### src/rtl/xyzw_manager_pipe.sv
// W/X/Y/Z operand selector with a one-deep valid/ready output stage and a serially loaded RND word.
// Optional macro XYZW_SIGNEXT_EN: sign-extend M1/M2 into the datapath instead of zero-extending.
module xyzw_manager_pipe #(
    parameter int unsigned DATA_W = 48,
    parameter int unsigned M_W    = 45,
    parameter int unsigned SIMD_W = 16,
    parameter int unsigned SHIFT  = 17
) (
    input  logic              clk,
    input  logic              rst_n,
    input  logic [8:0]        opmode,
    input  logic              opmode_ce,
    input  logic [DATA_W-1:0] P,
    input  logic [DATA_W-1:0] C,
    input  logic [DATA_W-1:0] AB,
    input  logic [DATA_W-1:0] PCIN,
    input  logic [M_W-1:0]    M1,
    input  logic [M_W-1:0]    M2,
    input  logic [SIMD_W-1:0] M_SIMD_carry,
    input  logic              in_valid,
    output logic              in_ready,
    output logic              out_valid,
    input  logic              out_ready,
    output logic [DATA_W-1:0] W,
    output logic [DATA_W-1:0] X,
    output logic [DATA_W-1:0] Y,
    output logic [DATA_W-1:0] Z,
    output logic [SIMD_W-1:0] M_SIMD_carry_Mux,
    output logic              sel_err,
    input  logic              configuration_input,
    input  logic              configuration_enable,
    output logic              configuration_output,
    output logic              cfg_ready
);

    localparam int unsigned CNT_W = $clog2(DATA_W + 1);

    typedef enum logic [1:0] {
        CFG_IDLE   = 2'd0,
        CFG_SHIFT  = 2'd1,
        CFG_LOCKED = 2'd2
    } cfg_state_e;

    cfg_state_e        state_q, state_d;
    logic [CNT_W-1:0]  cnt_q, cnt_d;
    logic [DATA_W-1:0] rnd_q, rnd_d;
    logic [8:0]        opmode_q, opmode_d;
    logic [DATA_W-1:0] w_q, w_d, x_q, x_d, y_q, y_d, z_q, z_d;
    logic [SIMD_W-1:0] carry_q, carry_d;
    logic              sel_err_q, sel_err_d;
    logic              valid_q, valid_d;
    logic [DATA_W-1:0] ext_m1, ext_m2;
    logic              xfer;

`ifdef XYZW_SIGNEXT_EN
    assign ext_m1 = DATA_W'($signed(M1));
    assign ext_m2 = DATA_W'($signed(M2));
`else
    assign ext_m1 = DATA_W'(M1);
    assign ext_m2 = DATA_W'(M2);
`endif

    assign in_ready             = !valid_q || out_ready;
    assign xfer                 = in_valid && in_ready;
    assign cfg_ready            = (state_q == CFG_LOCKED);
    assign configuration_output = rnd_q[DATA_W-1];
    assign out_valid            = valid_q;
    assign W                    = w_q;
    assign X                    = x_q;
    assign Y                    = y_q;
    assign Z                    = z_q;
    assign M_SIMD_carry_Mux     = carry_q;
    assign sel_err              = sel_err_q;

    // RND chain keeps shifting after lock so several blocks can be daisy-chained.
    always_comb begin
        state_d = state_q;
        cnt_d   = cnt_q;
        rnd_d   = rnd_q;
        if (configuration_enable) begin
            rnd_d = {rnd_q[DATA_W-2:0], configuration_input};
            if (cnt_q != CNT_W'(DATA_W)) begin
                cnt_d = cnt_q + CNT_W'(1);
            end
            unique case (state_q)
                CFG_IDLE:   state_d = CFG_SHIFT;
                CFG_SHIFT:  if (cnt_d == CNT_W'(DATA_W)) state_d = CFG_LOCKED;
                CFG_LOCKED: state_d = CFG_LOCKED;
                default:    state_d = CFG_IDLE;
            endcase
        end
    end

    // Operand muxes; a transfer sees the opmode_q in effect before any same-cycle load.
    always_comb begin
        opmode_d  = opmode_ce ? opmode : opmode_q;
        w_d       = w_q;
        x_d       = x_q;
        y_d       = y_q;
        z_d       = z_q;
        carry_d   = carry_q;
        sel_err_d = sel_err_q;
        valid_d   = valid_q;
        if (xfer) begin
            valid_d   = 1'b1;
            sel_err_d = 1'b0;
            unique case (opmode_q[8:7])
                2'b00: w_d = '0;
                2'b01: w_d = P;
                2'b10: begin
                    w_d       = cfg_ready ? rnd_q : '0;
                    sel_err_d = !cfg_ready;
                end
                default: w_d = C;
            endcase
            unique case (opmode_q[1:0])
                2'b00:   x_d = '0;
                2'b01:   x_d = ext_m1;
                2'b10:   x_d = P;
                default: x_d = AB;
            endcase
            unique case (opmode_q[3:2])
                2'b00:   y_d = '0;
                2'b01:   y_d = ext_m2;
                2'b10:   y_d = '1;
                default: y_d = C;
            endcase
            unique case (opmode_q[6:4])
                3'b001:  z_d = PCIN;
                3'b010:  z_d = P;
                3'b011:  z_d = C;
                3'b100:  z_d = P;
                3'b101:  z_d = DATA_W'($signed(PCIN) >>> SHIFT);
                3'b110:  z_d = DATA_W'($signed(P) >>> SHIFT);
                default: z_d = '0;
            endcase
            carry_d = (opmode_q[3:0] == 4'b0101) ? M_SIMD_carry : '0;
        end else if (out_ready) begin
            valid_d = 1'b0;
        end
    end

    always_ff @(posedge clk) begin
        if (!rst_n) begin
            state_q   <= CFG_IDLE;
            cnt_q     <= '0;
            rnd_q     <= '0;
            opmode_q  <= '0;
            w_q       <= '0;
            x_q       <= '0;
            y_q       <= '0;
            z_q       <= '0;
            carry_q   <= '0;
            sel_err_q <= 1'b0;
            valid_q   <= 1'b0;
        end else begin
            state_q   <= state_d;
            cnt_q     <= cnt_d;
            rnd_q     <= rnd_d;
            opmode_q  <= opmode_d;
            w_q       <= w_d;
            x_q       <= x_d;
            y_q       <= y_d;
            z_q       <= z_d;
            carry_q   <= carry_d;
            sel_err_q <= sel_err_d;
            valid_q   <= valid_d;
        end
    end

endmodule

### config.mk
export PLATFORM = sky130hd
export DESIGN_NAME = xyzw_manager_pipe
export DESIGN_NICKNAME = d
export VERILOG_FILES = /design/src/rtl/xyzw_manager_pipe.sv
export SDC_FILE = /design/constraint.sdc
export NUM_CORES = 1
export LEC_CHECK = 0
export ABC_AREA = 1
export CORE_AREA = 3 3 204 206
export DETAILED_ROUTE_END_ITERATION = 10
export DIE_AREA = 0 0 207 209
export PLACE_DENSITY = 0.65
export SYNTH_ARGS = -nofsm -noshare
export SYNTH_HDL_FRONTEND = slang
export SYNTH_SLANG_ARGS = --single-unit
### constraint.sdc
create_clock -name clk -period 1.85 [get_ports clk]
set_input_delay 0.2775 -clock clk [delete_from_list [all_inputs] [get_ports clk]]
set_output_delay 0.2775 -clock clk [all_outputs]
set_load 0.05 [all_outputs]
Word-level counts from Yosys, hierarchy flattened. Cells that the tools add are included.

Logic and storage cells: 54. Output and inout bits: 213. Input bits: 314. Flip-flop bits (word level): 275.

Reductions and logical operators: 11. Mux-type cells: 13. $add $sub $neg: 1. Equality and inequality tests: 18.

Operators by type and width (number): case mux 48 bit (3 select lines) (3); case mux 48 bit (5 select lines) (1); 2-to-1 mux 48 bit (1); 2-to-1 mux 16 bit (1); 2-to-1 mux 6 bit (2); equality test 3 bit (second input constant) (3); equality test 2 x 1 -> 1 bit (second input constant) (4); equality test 2 bit (second input constant) (4); zero test 2 bit (4); adder 6 x 1 -> 6 bit (second input constant) (1); equality test 3 x 2 -> 1 bit (second input constant) (2); equality test 6 bit (second input constant) (1); inequality test 6 bit (second input constant) (1); case mux 2 bit (3 select lines) (1); equality test 4 x 3 -> 1 bit (second input constant) (1); equality test 3 x 1 -> 1 bit (second input constant) (1); 2-to-1 mux 1 bit (3); zero test 1 bit (2); 2-to-1 mux 2 bit (1); inequality test 2 bit (second input constant) (1); AND reduction 2 bit (1); nonzero test 2 bit (1); OR reduction 2 bit (1); logical AND 1 bit (1); logical OR 1 bit (1).

Longest topological paths before layout. Gate-level depths: netlist of run 1.

Depth after elaboration: 6. Mapped depth: 11. Gate-level depth less buffers: 11.

Worst setup path before layout of run 1. No wires, ideal clock.

Path kind: register to register. Start point: register valid_q (netlist: out_valid). End point: register carry_q[13] (netlist: M_SIMD_carry_Mux[13]). Period minus slack after synthesis: 2.105 ns. Path buffers: 2. Arrival time: 2.035 ns. Path slack: -0.255 ns. Library setup time: 0.070 ns. Cell stages (with the launch flop): 7. Data required time: 1.780 ns. Cells stage by stage: dfxtp_1 nand2_1 nand2_2 buf_2 buf_1 nand2_1 a21oi_1.

Longest elaborated chain between the ends: 3.

RTL lines: from (decl) (line 51) `logic valid_q, valid_d;`; from (signal assigned) (line 167) `valid_q <= valid_d;`; zero test 1 bit (line 63) `assign in_ready = !valid_q || out_ready;`; logical OR 1 bit (line 63); via in_ready (line 21) `output logic in_ready,`; logical AND 1 bit (line 64) `assign xfer = in_valid && in_ready;`; to (signal assigned) (line 165) `carry_q <= carry_d;`; to (decl) (line 49) `logic [SIMD_W-1:0] carry_q, carry_d;`.

The timed path passes the listed nets, and every way through them passes these cells. A chain may end at the register's enable or synchronous reset.

Final worst setup path of run 1.
Start point: register state_q[0]. End point: output port cfg_ready.

Longest elaborated chain between the ends: 1.

RTL lines: from (decl) (line 44) `cfg_state_e state_q, state_d;`; from (signal assigned) (line 157) `state_q <= state_d;`; equality test 2 bit (line 65) `assign cfg_ready = (state_q == CFG_LOCKED);`; to (decl) (line 33) `output logic cfg_ready`.

Every way passes these cells.

==> results_dict.tcl, run 1 <==
set metrics [dict create \
    status "completed" \
    die-width_um 207 \
    async_flop_share 0 \
    die_area_um2 43260 \
    top_layer "met5" \
    finalSetupViolCount 0 \
    start_util 0.3188 \
    dr.pass1.iters 6 \
    drt-met1-wl_um 27860 \
    viasPerCell 5.451 \
    synthesis.area_um2 12700 \
    final_common_cell "nand2_1" \
    ant_nets 0 \
    cts_tree "done" \
    finalMaxSlewViolations 0 \
    syn_to_final_growth_pct 55.41 \
    cts.sinks 275 \
    p_per_area_nw_per_um2 909.9 \
    place_congestion 0.9325 \
    io_buffer_count 526 \
    tightestPinTransition_ns 0.8144 \
    synth_seq_cells 275 \
    finalNetCount 2617 \
    wl_met2_um 31700 \
    place.detailed.hpwl_um 51800 \
    num_rows 73 \
    finClkSkew_ns 0.01631 \
    drive_above_1_share 0.1129 \
    die_y_um 209 \
    remaining_drc_errors 0 \
    relSlewSlack 0.4571 \
    post_drt_wl_per_cell_um 24.37 \
    ys_types 26 \
    timing.setup.tns_ns 0 \
    gr-total-overflow 0 \
    pin_count 527 \
    clk_latency_ns 0.53 \
    syn_nets 2131 \
    synth_flop_cell "dfxtp_1" \
    grt_pass1_wl_um 100800 \
    wl_met3_um 7422 \
    finalWirelength_um 69450 \
    fin_crit_sh 0.9753 \
    cts_hold_buf 0 \
    antenna_found_initial 9 \
    worstSetupEndpointType "primary output" \
    grt_max_degree 80 \
    path_clk_slew_ns 0.05 \
    worst_slack_ns 0.04577 \
    synth_edf_count 0 \
    vdd.ir_drop.worst_mv 0.4862 \
    numCtsBuffers 35 \
    min_path_type "input port to register" \
    maxCapViolCount 0 \
    yosysWarnings 0 \
    pre_cts_ws_ns -0.002764 \
    cts_max_path_buffers 3 \
    track_usage 0.3031 \
    htree_levels 2 \
    syn_inst 1812 \
    drt_iter0_markers 2083 \
    cts_setup_buffers 0 \
    layout_common_cells "387 x nand2_1, 311 x clkdlybuf4s50_1, 296 x a21oi_1" \
    seq_area_frac_synth 0.4336 \
    postSynthAreaPerCell_um2 7.007 \
    p_leak_nw 8.132 \
    ctsRootBufferMaster "clkbuf_16" \
    num_vias 15535 \
    grt_pass1_vias 14804 \
    worstPathRequired_ns 1.57 \
    arrival_ns 1.53 \
    crit_type "register to primary output" \
    period_needed_ns 1.804 \
    worstSetupStartpointType "register" \
    crit_fanout 15 \
    finalHoldViolCount 0 \
    clock.fmax_mhz 554.3 \
    core-area_um2 39820 \
]
-- cell usage after synthesis, types with 23 or more instances --
master,count,share of area
dfxtp_1,275,0.43
clkbuf_1,120,0.035
nor2_1,111,0.033
nand3_1,23,0.0091
inv_1,104,0.031
a21oi_1,296,0.12
a31oi_1,82,0.040
buf_2,24,0.0095
a32oi_1,31,0.021
o21ai_0,248,0.098
nand2_1,389,0.11
nand4_1,27,0.013
-- through the flow --
stage	hold slack, ns	cells	utilization	power [W]	area (um^2)
floorplan	0.4203	1812	-	0.009016	12700
global placement	0.4528	2785	0.4694	0.01122	18690
detailed placement	0.4551	2785	0.4694	0.01125	18690
CTS	0.1211	2844	0.4942	0.01798	19680
global route	0.1555	2850	0.4955	0.01852	19730
finish	0.1498	2850	0.4955	0.01795	19730
-- kinds of logic (layout without fill, tap and decap cells) --
kind of cell	Yosys count	in the layout	synth area share
AO/OA/AOI/OAI	704	704	0.3029
buffers and inverters	266	774	0.08130
flip-flops	275	275	0.4336
adder cells (fa/ha/maj)	5	5	0.004927
XOR/XNOR	1	1	0.0006899
other	0	5	0
AND/OR/NAND/NOR	561	561	0.1766
-- per-layer routing --
layer	GRT usage	vias to the layer above
li1	-	7213
met1	0.3917	7264
met2	0.4768	913
met3	0.1015	137
met4	0.1009	8
met5	0	-
-- worst paths after layout --
path / startpoint / endpoint / slack (ns) / depth (start not counted)
max: state_q[0] / cfg_ready / 0.05 / 4
min reg2reg: M_SIMD_carry_Mux[9] / M_SIMD_carry_Mux[9] / 0.46 / 2
min: rst_n / cnt_q[5] / 0.15 / 3
max reg2reg: opmode_q[5] / Z[47] / 0.08 / 8
-- worst max-delay path, stage by stage (launching register included) --
cell	delay [ns]
dfxtp_1	0.32
inv_1	0.14
ha_4	0.21
buf_12	0.18
buf_12	0.15
-- state kept, by name (all words and copies together), names as in the netlist --
name              cells
M_SIMD_carry_Mux     16
W                    48
X                    48
Y                    48
Z                    48
cnt_q                 6
opmode_q              9
out_valid             1
rnd_q                48
sel_err               1
state_q               2
-- cell type report --
| class | count | area, um^2 |
|---|---|---|
| fillers | 4016 | 20090 |
| multi-input cells | 1271 | 6242 |
| repair buffers | 605 | 5774 |
| flip-flops and latches | 275 | 5508 |
| clock buffers | 51 | 1028 |
| well taps | 525 | 656.9 |
| inverters | 110 | 417.9 |
| clock inverters | 8 | 92.59 |
| diodes | 5 | 12.51 |
-- repair_timing --
action / in CTS / in global routing
cloned: 0 / 1
gates resized for setup: 108 / 2
pin swaps: 0 / 0
endpoints found under the setup margin: 108 / 2
-- power by group --
part	internal, W	switching (W)	leakage (nW)
registers	0.00634	0.000255	2.27
clock network	0.00412	0.00272	0.551
logic	0.00160	0.00293	5.32
Note: power is estimated with default switching activity, not from simulation.
==> run 2, diff against run 1 <==
--- a/config.mk
+++ b/config.mk
@@ -10,6 +10,7 @@
 export DETAILED_ROUTE_END_ITERATION = 10
 export DIE_AREA = 0 0 207 209
 export PLACE_DENSITY = 0.65
+export SETUP_SLACK_MARGIN = 0.2
 export SYNTH_ARGS = -nofsm -noshare
 export SYNTH_HDL_FRONTEND = slang
 export SYNTH_SLANG_ARGS = --single-unit
==> run 2 against run 1 <==
  * Non-clock buffer count shrank 5
  * Register-to-register slack gained 0.14 ns
  * Critical path depth shrank 3
  * First-iteration DRC count grew 8.2%
  * Routed wire length grew 1.2%
  * Clock skew grew 0.015 ns
  * Count of clock-buffer cells in the layout shrank 5
  * Sequential cell count is the same
  * Fmax grew 11%
  * Power grew 0.37%
  * Critical path type unchanged
  * Largest cell class unchanged
==> results_dict.tcl, run 2 (same netlist as run 1, synthesis figures left out) <==
set metrics [dict create \
    pin_count 527 \
    drt_iter0_markers 2253 \
    start_util 0.3188 \
    cts_tree "done" \
    p_leak_nw 7.774 \
    fin_area_um2 19870 \
    remaining_drc_errors 0 \
    critPathTopFamily "buffers and inverters" \
    ant_nets 0 \
    rr_worst_depth 6 \
    layoutNonFillerInstCount 2849 \
    timing.setup.tns_ns 0 \
    cpPeakStageDelay_ns 0.50 \
    finalWirelength_um 70290 \
    relSlewSlack 0.5659 \
    core-area_um2 39820 \
    rsz0062_at_grt "false" \
    syn_to_final_growth_pct 56.47 \
    num_rows 73 \
    hp-start "rst_n" \
    cts_max_path_buffers 3 \
    post-route-util 0.4989 \
    die_area_um2 43260 \
    ctsRootBufferMaster "clkbuf_16" \
    die-width_um 207 \
    final_common_cell "nand2_1" \
    gr-total-overflow 0 \
    period_needed_ns 1.631 \
    worst_slack_ns 0.2185 \
    finalNetCount 2611 \
    io_buffer_count 526 \
    finalSetupViolCount 0 \
    track_usage 0.3054 \
    crit_fanout 2 \
    hold_depth 3 \
    path_cells "clkdlybuf4s15_1" \
    place.detailed.hpwl_um 51160 \
    place_congestion 0.9591 \
    dpl_cell_area_um2 18700 \
    maxCapViolCount 0 \
    antenna_found_initial 11 \
    path_clk_slew_ns 0.06 \
    arrival_ns 1.35 \
    min_path_type "input port to register" \
    finalMaxSlewViolations 0 \
    clk_latency_ns 0.55 \
    numCtsBuffers 34 \
    cts_hold_buf 0 \
    reg2reg_slack_ns 0.22 \
    num_vias 15801 \
    worstPathRequired_ns 1.57 \
    worst-path-buf-inv 1 \
    grt_max_degree 73 \
    vdd.ir_drop.worst_mv 0.4509 \
    grt_pass1_vias 14908 \
    status "completed" \
    hold_end "X[4]" \
    finClkSkew_ns 0.03111 \
    post_drt_wl_per_cell_um 24.67 \
    htree_levels 2 \
    layout_common_cells "387 x nand2_1, 311 x clkdlybuf4s50_1, 296 x a21oi_1" \
    slowest_stage "clkdlybuf4s15_1" \
    viasPerCell 5.546 \
    pre_cts_ws_ns 0.03233 \
    grt_pass1_wl_um 101100 \
    fin_crit_sh 0.8819 \
    clock.fmax_mhz 612.9 \
    dr.pass1.iters 6 \
    place_inst 2778 \
    cts.sinks 275 \
    r2r-start "state_q[0]" \
    tightestPinTransition_ns 0.6492 \
    reg2reg_to "W[24]" \
    crit_type "register to primary output" \
    die_y_um 209 \
    worstSetupEndpointType "primary output" \
    worstSetupStartpointType "register" \
    finalHoldViolCount 0 \
    p_per_area_nw_per_um2 907.1 \
    drive_above_1_share 0.1594 \
]
## run 2: layer usage
layer,track usage,vias to the layer above,share of wire
met5,0,-,0.00044
met4,0.1142,4,0.034
met1,0.3892,7518,0.39
met2,0.4858,945,0.46
li1,-,7201,-
met3,0.09593,133,0.11
## run 2: power by group
group / leakage [nW] / internal [W] / switching [W] / total, W
clock: 0.551 / 0.00406 / 0.00280 / 0.00686
combinational: 4.96 / 0.00164 / 0.00293 / 0.00457
sequential: 2.27 / 0.00634 / 0.000259 / 0.00659
## run 2: final cells by class
cell class | count | area [um^2]
Tap cell | 525 | 656.9
Antenna cell | 9 | 22.52
Sequential cell | 275 | 5513
Fill cell | 3912 | 19960
Multi-Input combinational cell | 1271 | 6260
Clock buffer | 46 | 955.9
Clock inverter | 13 | 161.4
Timing Repair Buffer | 600 | 5878
Inverter | 110 | 420.4
## run 2: repair_timing
| action | in CTS | in global routing |
|---|---|---|
| gates cloned | 0 | 0 |
| setup endpoints to repair | 115 | 61 |
| buffers inserted | 2 | 1 |
| gates resized for setup | 297 | 35 |
| pin swaps | 1 | 1 |
## run 2: worst max-delay path by stage
| stage | from | to | slack [ns] | cells after the start |
|---|---|---|---|---|
| floorplan | out_valid | M_SIMD_carry_Mux[13] | 0.25 | 6 |
| global placement | P[31] | Z[14] | 0.05 | 5 |
| detailed placement | P[31] | Z[14] | 0.03 | 5 |
| CTS | Z[38] | Z[38] | 0.11 | 1 |
| global route | opmode_q[5] | Z[23] | 0.20 | 9 |
| finish | X[40] | X[40] | 0.22 | 1 |
## run 2: stage by stage
step           power (W)  hold slack, ns
5_1_grt          0.01861          0.1968
4_1_cts          0.01805          0.1693
2_1_floorplan   0.009024          0.4203
3_3_place_gp     0.01122          0.4520
3_5_place_dp     0.01126          0.4553
6_report         0.01802          0.1711
==> run 3, diff against run 2 <==
--- a/config.mk
+++ b/config.mk
@@ -11,6 +11,7 @@
 export DIE_AREA = 0 0 207 209
 export PLACE_DENSITY = 0.65
 export SETUP_SLACK_MARGIN = 0.2
+export SLEW_MARGIN = 20
 export SYNTH_ARGS = -nofsm -noshare
 export SYNTH_HDL_FRONTEND = slang
 export SYNTH_SLANG_ARGS = --single-unit
==> results of run 3 <==
No change in the layout: final DEF, timing and power equal those of run 2.
